### src/rtl/mips_bus_pkg.sv
// Shared definitions for the two-port bus demultiplexer.
// Latency: n/a (types, constants and a pure helper function only).
// Backpressure: n/a.
//
// Contents:
//   state_t           - request FSM encoding (IDLE / REQ / WAIT)
//   SEL_MASK_DEFAULT  - address bits compared for port selection
//   SEL_MATCH_DEFAULT - masked address value that selects the MMIO port
//   addr_is_mmio()    - port-select decode used on request acceptance
package mips_bus_pkg;

  typedef enum logic [1:0] {
    ST_IDLE = 2'd0,
    ST_REQ  = 2'd1,
    ST_WAIT = 2'd2
  } state_t;

  localparam logic [31:0] SEL_MASK_DEFAULT  = 32'hFFFF_0000;
  localparam logic [31:0] SEL_MATCH_DEFAULT = 32'hBFD0_0000;

  // 1 = address belongs to the MMIO target (port 1), 0 = data memory (port 0).
  function automatic logic addr_is_mmio(input logic [31:0] addr,
                                        input logic [31:0] mask,
                                        input logic [31:0] match);
    return (addr & mask) == match;
  endfunction

endpackage

### src/rtl/mux2.sv
// Generic two-input N-bit multiplexer.
// Latency: combinational, zero cycles.
// Backpressure: none (pure datapath).
//
// Ports:
//   i_sel - select, 0 picks i_d0, 1 picks i_d1
//   i_d0  - input 0 (N bits)
//   i_d1  - input 1 (N bits)
//   o_y   - selected output (N bits)
module mux2 #(
  parameter int N = 32
) (
  input  logic         i_sel,
  input  logic [N-1:0] i_d0,
  input  logic [N-1:0] i_d1,
  output logic [N-1:0] o_y
);

  assign o_y = i_sel ? i_d1 : i_d0;

endmodule

### src/rtl/bus_demux2.sv
// Routes one upstream bus request to data memory (port 0) or MMIO (port 1) by address.
// Latency: request out 1 cycle after acceptance; response 1 cycle after target rvalid.
// Backpressure: one transaction outstanding; req_ready only in IDLE, target holds via mK_ready.
//
// Optional feature: define BUS_DEMUX2_TIMEOUT_EN to enable the WAIT-state timeout
// (error response after TIMEOUT cycles without rvalid). Default build: no timeout,
// rsp_err tied low, WAIT persists until the selected target answers.
//
// Ports:
//   clk, rst_n                      - clock, async active-low reset
//   req_valid/req_ready             - upstream request handshake
//   req_addr/we/be/wdata            - upstream request fields
//   rsp_valid/rsp_rdata/rsp_err     - one-cycle response pulse, held read data, timeout flag
//   mK_valid/mK_ready               - request handshake to target K (K = 0, 1)
//   mK_addr/we/be/wdata             - registered request copy (same on both targets)
//   mK_rvalid/mK_rdata              - response from target K (write ack included)
module bus_demux2
  import mips_bus_pkg::*;
#(
  parameter int          N         = 32,
  parameter logic [31:0] SEL_MASK  = SEL_MASK_DEFAULT,
  parameter logic [31:0] SEL_MATCH = SEL_MATCH_DEFAULT,
  parameter int          TIMEOUT   = 16
) (
  input  logic         clk,
  input  logic         rst_n,
  // upstream
  input  logic         req_valid,
  output logic         req_ready,
  input  logic [31:0]  req_addr,
  input  logic         req_we,
  input  logic [3:0]   req_be,
  input  logic [N-1:0] req_wdata,
  output logic         rsp_valid,
  output logic [N-1:0] rsp_rdata,
  output logic         rsp_err,
  // target 0 (data memory)
  output logic         m0_valid,
  input  logic         m0_ready,
  output logic [31:0]  m0_addr,
  output logic         m0_we,
  output logic [3:0]   m0_be,
  output logic [N-1:0] m0_wdata,
  input  logic         m0_rvalid,
  input  logic [N-1:0] m0_rdata,
  // target 1 (MMIO)
  output logic         m1_valid,
  input  logic         m1_ready,
  output logic [31:0]  m1_addr,
  output logic         m1_we,
  output logic [3:0]   m1_be,
  output logic [N-1:0] m1_wdata,
  input  logic         m1_rvalid,
  input  logic [N-1:0] m1_rdata
);

  state_t       r_state;
  state_t       w_state_nxt;

  logic [31:0]  r_addr;
  logic         r_we;
  logic [3:0]   r_be;
  logic [N-1:0] r_wdata;
  logic         r_sel;

  logic         r_rsp_valid;
  logic [N-1:0] r_rsp_rdata;

  logic         w_accept;
  logic         w_sel_ready;
  logic         w_sel_rvalid;
  logic         w_rsp_ok;
  logic         w_tmo;
  logic [N-1:0] w_sel_rdata;

  assign req_ready = (r_state == ST_IDLE);
  assign w_accept  = req_valid && req_ready;

  // Only the selected target's handshake and response are ever observed.
  assign w_sel_ready  = r_sel ? m1_ready  : m0_ready;
  assign w_sel_rvalid = r_sel ? m1_rvalid : m0_rvalid;
  assign w_rsp_ok     = (r_state == ST_WAIT) && w_sel_rvalid;

  mux2 #(.N(N)) u_rdata_mux (
    .i_sel (r_sel),
    .i_d0  (m0_rdata),
    .i_d1  (m1_rdata),
    .o_y   (w_sel_rdata)
  );

`ifdef BUS_DEMUX2_TIMEOUT_EN
  localparam int TMO_W = $clog2(TIMEOUT + 1);

  logic [TMO_W-1:0] r_tmo_cnt;
  logic             r_rsp_err;

  // Counter sits at zero throughout REQ, so it starts from zero on WAIT entry.
  // Firing at TIMEOUT-1 puts the error pulse exactly TIMEOUT cycles after entry.
  assign w_tmo = (r_state == ST_WAIT) && !w_sel_rvalid &&
                 (r_tmo_cnt == TMO_W'(TIMEOUT - 1));

  always_ff @(posedge clk or negedge rst_n) begin
    if (!rst_n) begin
      r_tmo_cnt <= '0;
      r_rsp_err <= 1'b0;
    end else begin
      r_rsp_err <= w_tmo;
      if (r_state == ST_WAIT) begin
        r_tmo_cnt <= r_tmo_cnt + 1'b1;
      end else begin
        r_tmo_cnt <= '0;
      end
    end
  end

  assign rsp_err = r_rsp_err;
`else
  logic w_unused_tmo_cfg;

  assign w_unused_tmo_cfg = (TIMEOUT > 0);
  assign w_tmo            = 1'b0;
  assign rsp_err          = 1'b0;
`endif

  always_ff @(posedge clk or negedge rst_n) begin
    if (!rst_n) begin
      r_state <= ST_IDLE;
    end else begin
      r_state <= w_state_nxt;
    end
  end

  always_comb begin
    w_state_nxt = r_state;
    case (r_state)
      ST_IDLE: if (w_accept)            w_state_nxt = ST_REQ;
      ST_REQ:  if (w_sel_ready)         w_state_nxt = ST_WAIT;
      ST_WAIT: if (w_rsp_ok || w_tmo)   w_state_nxt = ST_IDLE;
      default:                          w_state_nxt = ST_IDLE;
    endcase
  end

  // Request fields are captured only on acceptance, so they are frozen
  // through REQ and WAIT regardless of what upstream drives meanwhile.
  always_ff @(posedge clk or negedge rst_n) begin
    if (!rst_n) begin
      r_addr  <= '0;
      r_we    <= 1'b0;
      r_be    <= '0;
      r_wdata <= '0;
      r_sel   <= 1'b0;
    end else if (w_accept) begin
      r_addr  <= req_addr;
      r_we    <= req_we;
      r_be    <= req_be;
      r_wdata <= req_wdata;
      r_sel   <= addr_is_mmio(req_addr, SEL_MASK, SEL_MATCH);
    end
  end

  always_ff @(posedge clk or negedge rst_n) begin
    if (!rst_n) begin
      r_rsp_valid <= 1'b0;
      r_rsp_rdata <= '0;
    end else begin
      r_rsp_valid <= w_rsp_ok || w_tmo;
      if (w_rsp_ok) begin
        r_rsp_rdata <= w_sel_rdata;
      end else if (w_tmo) begin
        r_rsp_rdata <= '0;
      end
    end
  end

  assign rsp_valid = r_rsp_valid;
  assign rsp_rdata = r_rsp_rdata;

  // Only valid is steered; both targets see the same registered request.
  assign m0_valid = (r_state == ST_REQ) && !r_sel;
  assign m1_valid = (r_state == ST_REQ) &&  r_sel;

  assign m0_addr  = r_addr;
  assign m0_we    = r_we;
  assign m0_be    = r_be;
  assign m0_wdata = r_wdata;
  assign m1_addr  = r_addr;
  assign m1_we    = r_we;
  assign m1_be    = r_be;
  assign m1_wdata = r_wdata;

endmodule
### config.mk
export PLATFORM = sky130hd
export DESIGN_NAME = bus_demux2
export DESIGN_NICKNAME = d
export VERILOG_FILES = /design/src/rtl/mips_bus_pkg.sv /design/src/rtl/mux2.sv /design/src/rtl/bus_demux2.sv
export SDC_FILE = /design/constraint.sdc
export NUM_CORES = 1
export LEC_CHECK = 0
export ABC_AREA = 1
export ABC_CLOCK_PERIOD_IN_PS = 1850
export CAP_MARGIN = 0
export CORE_AREA = 2 2 131 133
export CTS_CLUSTER_SIZE = 16
export DETAILED_ROUTE_END_ITERATION = 8
export DIE_AREA = 0 0 133 135
export DONT_BUFFER_PORTS = 1
export PLACE_DENSITY = 0.41
export SETUP_SLACK_MARGIN = 0.15
export SLEW_MARGIN = 0
export SYNTH_ARGS = -nofsm -noshare
export SYNTH_HDL_FRONTEND = slang
export SYNTH_SLANG_ARGS = --single-unit
### constraint.sdc
create_clock -name clk -period 1.85 [get_ports clk]
set_clock_uncertainty 0.1 [all_clocks]
set_input_delay 0.37 -clock clk [delete_from_list [all_inputs] [get_ports clk]]
set_output_delay 0.37 -clock clk [all_outputs]
set_load 0.05 [all_outputs]
==> run metrics, run 1 <==
R2R depth 7; failing checks negative hold slack; final hold violations between 100 and 150; Global Route Usage Sum between 10 and 15%; critical path type register to output pin; crit start category register; Die Height ~140 um; CORE AREA 16,400 sq um; FP Rows 47; routed wire length between 10,000 and 15,000 um; Final setup viols 0; R2R Setup Slk ~0.30 ns; Worst slew margin ~65%; slowest CP cell dfrtp_2; antenna violations before repair 0; Final Cycle Share 89.5%; number of global-route vias before repair about 3,500; Post-synth ARST share between 90% and 100%; reg2reg end m0_wdata[26]$_DFFE_PN0P_; CP cell instances inv_1, nand3_2, clkinvlp_4; RSZ-0062 raised after global routing no; Max Cap Viol 0; ys flop type dfrtp_1; CP endpoint m0_valid; status finished, violations left; Setup crit start r_state[1]$_DFFE_PN0P_; Max Freq roughly 0.60 GHz; later-pin clock latency in the skew report between 0.3 and 0.4 ns; Detail Placement HPWL about 8500 um; largest net degree at the start of global routing between 100 and 150; die area ~18,000 sq um; Worst-Margin Slew about 0.52 ns; total negative slack 0 ns; grt total ovfl 0; Placer Congestion between 0.7 and 0.8; I/O Pins 315; wire per inst roughly 16 um; register area share after synthesis a little over half; Critical Path End Type output pin; first-pass GRT wire length ~19,000 um; post-synthesis register bit count 105; largest area contributor in the synthesized netlist dfrtp_1; DR vias/cell between 4 and 5; most frequent cell after synthesis nand2_1; Via Count 3,339; Hold WC Path Type primary input to asynchronous set/reset pin; Reg-to-Reg Start r_state[1]$_DFFE_PN0P_; Avg Cell Area, Syn ~9 sq um; Post-DRT Antenna Nets 0; number of remaining DRC errors 0; Finished Layout Cells between 700 and 800; post-synth net total between 600 and 700; H-Tree Depth 3; arrival time at the worst endpoint 1.19 ns; # diodes 0; DR pass1 iterations 6; post-synth cell types 19; WHS -0.385 ns; CTS max path bufs 2; area delta synth->final 10.1%; worst slack at placement about 0.31 ns; final worst slack roughly 0.19 ns; Starting Density roughly 30%; top post-synthesis cells by count nand2_1 (234), dfrtp_1 (105), buf_4 (77); input/output buffers 0; main area contributors after synthesis dfrtp_1 (54%), nand2_1 (18%), buf_4 (12%); crit path time final between 1.5 and 2 ns; Clock Sinks ~110; Die Width roughly 130 um; CP peak stage delay about 0.40 ns; fin. max-slew vios 0; DRT iter0 DRCs ~110; CTS Buf Count 9; root buf cell clkbuf_16; Post-layout nets 677; Placed Cells approximately 740; cells after synthesis between 500 and 600; Syn. warnings 0; CP required 1.38 ns; layout cell share with drive strength beyond 1 a little under a fifth; Max FO, Critical Path 2; area share of the largest cell type after synthesis a little over half; CTS tree yes; mapped cell area 4880 sq um; Post-synth EDFFs 0; clk slew on worst S/H paths 0.07 ns
==> cells by family after synthesis <==
| family | after synthesis | share of synthesized area, % |
|---|---|---|
| simple gates | 258 | 20.4 |
| buf+inv | 109 | 15.2 |
| flops | 105 | 53.8 |
| compound gates | 38 | 3.90 |
| mux | 32 | 6.56 |
| other cells | 1 | 0.0768 |
==> worst max-delay path: cells and delay by family (launching register included) <==
family                 cells  cell delay [ns]
buffers and inverters      2             0.32
flip-flops                 1             0.40
AND/OR/NAND/NOR            1             0.12
==> registers in the layout, indices dropped and copies added, names as in the netlist <==
signal / flops
m0_be: 4
m0_wdata: 32
r_state: 2
m0_we: 1
m0_addr: 32
rsp_rdata: 32
r_sel: 1
rsp_valid: 1
==> layer usage <==
layer  track usage, %  routed length [um]
met5                0                   0
met4             5.85                 229
met3             4.39                1000
met2             23.3                6070
met1             15.6                4720
==> per-stage QoR <==
stage	utilization [%]	area, sq um	hold slack, ns
4_1_cts	32.7	5360	-0.406
2_1_floorplan	-	4890	-0.0256
6_report	32.8	5370	-0.385
3_5_place_dp	30.9	5070	-0.0223
5_1_grt	32.8	5370	-0.413
3_3_place_gp	30.9	5070	-0.0231
==> worst min path at each step <==
| stage | startpoint | end | slack, ns | depth (start not counted) |
|---|---|---|---|---|
| final | rst_n | m0_wdata[29]$_DFFE_PN0P_ | -0.39 | 0 |
| after floorplan | rst_n | m0_addr[0]$_DFFE_PN0P_ | -0.03 | 0 |
| after global placement | rst_n | m0_wdata[29]$_DFFE_PN0P_ | -0.02 | 0 |
| after global routing | rst_n | m0_wdata[24]$_DFFE_PN0P_ | -0.41 | 0 |
| after detailed placement | rst_n | m0_wdata[29]$_DFFE_PN0P_ | -0.02 | 0 |
| after CTS | rst_n | m0_wdata[29]$_DFFE_PN0P_ | -0.41 | 0 |
==> placed cells by master (no fill, tap or decap) <==
cell type     n
o21ai_0       6
nand3_2       3
inv_1        10
clkinv_2      1
clkinvlp_4    4
conb_1        1
nor2_1       11
buf_6         1
clkbuf_16     9
nand3_1       3
inv_2         2
dfrtp_1     101
nor2_4        1
nor3_1        1
o21ai_1      32
clkbuf_1      2
buf_12        3
nand2_2       1
buf_4        74
nand4_1       4
mux2i_1      32
dfrtp_2       4
nand2_1     234
==> cell type report <==
class | count | area (sq um)
repair buffers | 78 | 627
inverters | 14 | 60.1
clock buffers | 11 | 233
multi-input cells | 329 | 1530
well taps | 220 | 275
fillers | 1735 | 11000
flip-flops and latches | 105 | 2630
clock inverters | 3 | 20.0
==> repair_timing <==
item | 4_1_cts | 5_1_grt
endpoints found under the hold margin | 105 | 105
buffers inserted | 3 | 0
endpoints found under the setup margin | 3 | 7
resized for setup | 4 | 4
gates cloned | 0 | 0
Power of run 1 is left out: the tool's default activity adds up to more than one toggle a clock period on the data nets, which glitch-free logic cannot reach.
==> inputs of run 2 (changes only) <==
--- a/config.mk
+++ b/config.mk
@@ -8,12 +8,14 @@
 export ABC_AREA = 1
 export ABC_CLOCK_PERIOD_IN_PS = 1850
 export CAP_MARGIN = 0
+export CELL_PAD_IN_SITES_DETAIL_PLACEMENT = 0
+export CELL_PAD_IN_SITES_GLOBAL_PLACEMENT = 1
 export CORE_AREA = 2 2 131 133
 export CTS_CLUSTER_SIZE = 16
 export DETAILED_ROUTE_END_ITERATION = 8
 export DIE_AREA = 0 0 133 135
 export DONT_BUFFER_PORTS = 1
-export PLACE_DENSITY = 0.41
+export PLACE_DENSITY = 0.55
 export SETUP_SLACK_MARGIN = 0.15
 export SLEW_MARGIN = 0
 export SYNTH_ARGS = -nofsm -noshare
==> run 2 against run 1 <==
The flow still finishes with violations (negative hold slack). Cell count grew 1.1%. Die area is the same. Critical endpoint unchanged. Global-route usage shrank 0.26 points. Critical path type unchanged. Clock-buffer cell count grew 1. Core utilization grew 0.57 points. Non-clock buffer count grew 6. Sequential share of layout area shrank 0.82 points. Via count grew 0.72%.
==> run metrics, run 2 (synthesized netlist as in run 1, its figures left out) <==
status finished, violations left; failing checks negative hold slack; FP Rows 47 (unchanged); Max Freq 0.607 GHz (+0.44%); crit-path most repeated cell inv_2; most common cell after layout, fill and taps aside nand2_1; CP required 1.38 ns (about the same); CTS Buf Count 9 (unchanged); I/O Pins 315 (unchanged); routed wire length 12,100 um (+0.72%); Die Width 133 um (unchanged); crit path time final 1.65 ns (-0.00729 ns); number of global-route vias before repair 3,397 (-3.7%); grt total ovfl 0 (unchanged); routing usage on met3 3.98% (-0.41 points); CTS tree yes; later-pin clock latency in the skew report 0.34 ns (about the same); Via Count 3,363 (+0.72%); Buf/Inv on CP 3 (+1); CP peak stage delay 0.43 ns (+0.03 ns); Global Route Usage Sum 13.3% (-0.26 points); arrival time at the worst endpoint 1.18 ns (about the same); DR vias/cell 4.38 (-0.33%); clk slew on worst S/H paths 0.07 ns (about the same); Placer Congestion 0.746 (-5.0%); register area 2630 sq um (about the same); Finished Layout Cells 768 (+1.1%); Post-layout nets 683 (+0.89%); Worst slew margin 61.0% (-4.1 points); # diodes 0 (unchanged); global-route met1 utilization 15.5% (-0.064 points); Starting Density 29.7% (unchanged); Clock Sinks 105 (unchanged); CP cell instances inv_2, nand3_1, inv_2, buf_12; Setup crit start r_sel$_DFFE_PN0P_; GR peak layer met2; Critical Path End Type output pin; first-pass GRT wire length 18,500 um (-2.6%); root buf cell clkbuf_16; Worst-Margin Slew 0.585 ns (+0.0618 ns); Post-DRT Antenna Nets 0 (unchanged); reg2reg end m0_addr[17]$_DFFE_PN0P_; Detail Placement HPWL 8770 um (+3.4%); area delta synth->final 12.0%; Die Height 135 um (unchanged); total negative slack 0 ns (unchanged); Final setup viols 0 (unchanged); fillcell total 1,725 (-0.58%); DR pass1 iterations 4 (-2); H-Tree Depth 3 (unchanged); GR Util met2 22.9% (-0.43 points); R2R Setup Slk 0.33 ns (+0.03 ns); layout cell share with drive strength beyond 1 20.3% (+1.2 points); Max FO, Critical Path 4 (+2); R2R depth 6 (-1); area of the multi-input gates 1520 sq um (-0.66%); slowest CP cell dfrtp_2; fin. max-slew vios 0 (unchanged); CTS max path bufs 2 (unchanged); commonest non-fill, non-tap cells in the layout nand2_1 (234), dfrtp_1 (100), buf_4 (78), mux2i_1 (32), o21ai_1 (32); WHS -0.385 ns (+0.000453 ns); critical path type register to output pin; worst slack at placement 0.307 ns (-0.00414 ns); Max Cap Viol 0 (unchanged); Placed Cells 747 (+0.54%); number of remaining DRC errors 0 (unchanged); final hold violations 105 (unchanged); die area 18,000 sq um (unchanged); antenna violations before repair 0 (unchanged); RSZ-0062 raised after global routing yes; crit start category register; Reg-to-Reg Start r_state[1]$_DFFE_PN0P_; wire per inst 15.8 um (-0.33%); final worst slack 0.201 ns (+0.00729 ns); Final Cycle Share 89.1% (-0.39 points); largest net degree at the start of global routing 106 (unchanged); CORE AREA 16,400 sq um (unchanged); DRT iter0 DRCs 172 (+58%); Hold WC Path Type primary input to asynchronous set/reset pin; delay-heaviest family, CP flip-flops; input/output buffers 0 (unchanged)
## run 2: cell count changes in the layout (fill, tap and decap cells not counted), moves of 2 or more
cell,delta
buf_4,+4
clkbuf_1,-2
clkbuf_8,+3
clkinv_4,+3
clkinvlp_4,-4
nand3_1,+2
nand3_2,-2
## run 2: stage by stage
| step | instance area, sq um | util, % | hold WS (ns) |
|---|---|---|---|
| 2_1_floorplan | 4890 | - | -0.0256 |
| 3_3_place_gp | 5120 | 31.2 | -0.0220 |
| 3_5_place_dp | 5120 | 31.2 | -0.0221 |
| 4_1_cts | 5460 | 33.3 | -0.407 |
| 5_1_grt | 5470 | 33.3 | -0.413 |
| 6_report | 5470 | 33.3 | -0.385 |
## run 2: worst max-delay path by stage
| stage | end | slack, ns | depth (start not counted) |
|---|---|---|---|
| after floorplan | m0_addr[0]$_DFFE_PN0P_ | 0.31 | 6 |
| after global placement | m0_addr[18]$_DFFE_PN0P_ | 0.35 | 4 |
| after detailed placement | m0_addr[16]$_DFFE_PN0P_ | 0.31 | 4 |
| after CTS | m1_valid | 0.15 | 3 |
| after global routing | m1_valid | 0.12 | 4 |
| final | m0_valid | 0.20 | 4 |
## run 2: cell type report
class,count,area share [%]
Clock buffer,12,4.87
Clock inverter,4,0.641
Inverter,14,0.961
Multi-Input combinational cell,329,27.7
Sequential cell,105,48.2
Tap cell,220,5.03
Timing Repair Buffer,84,12.6
## run 2: per-layer routing
layer / up-vias / share of wire [%]
met5: - / 0
met4: 0 / 1.9
met3: 16 / 7.5
met2: 166 / 51
met1: 1562 / 39
li1: 1619 / -
## run 2: worst register-to-register path, cell delays in order, from the launching register on
cell     delay [ns]
dfrtp_2        0.41
buf_4          0.15
nor2_4         0.10
nand2_2        0.08
buf_4          0.29
nand2_1        0.17
o21ai_0        0.08
## run 2: what timing repair did
action | 4_1_cts | 5_1_grt
setup endpoints to repair | 4 | 3
endpoints found under the hold margin | 105 | 105
gates resized for setup | 4 | 3
buffers inserted | 5 | 0
Power of run 2 is left out for the same reason.
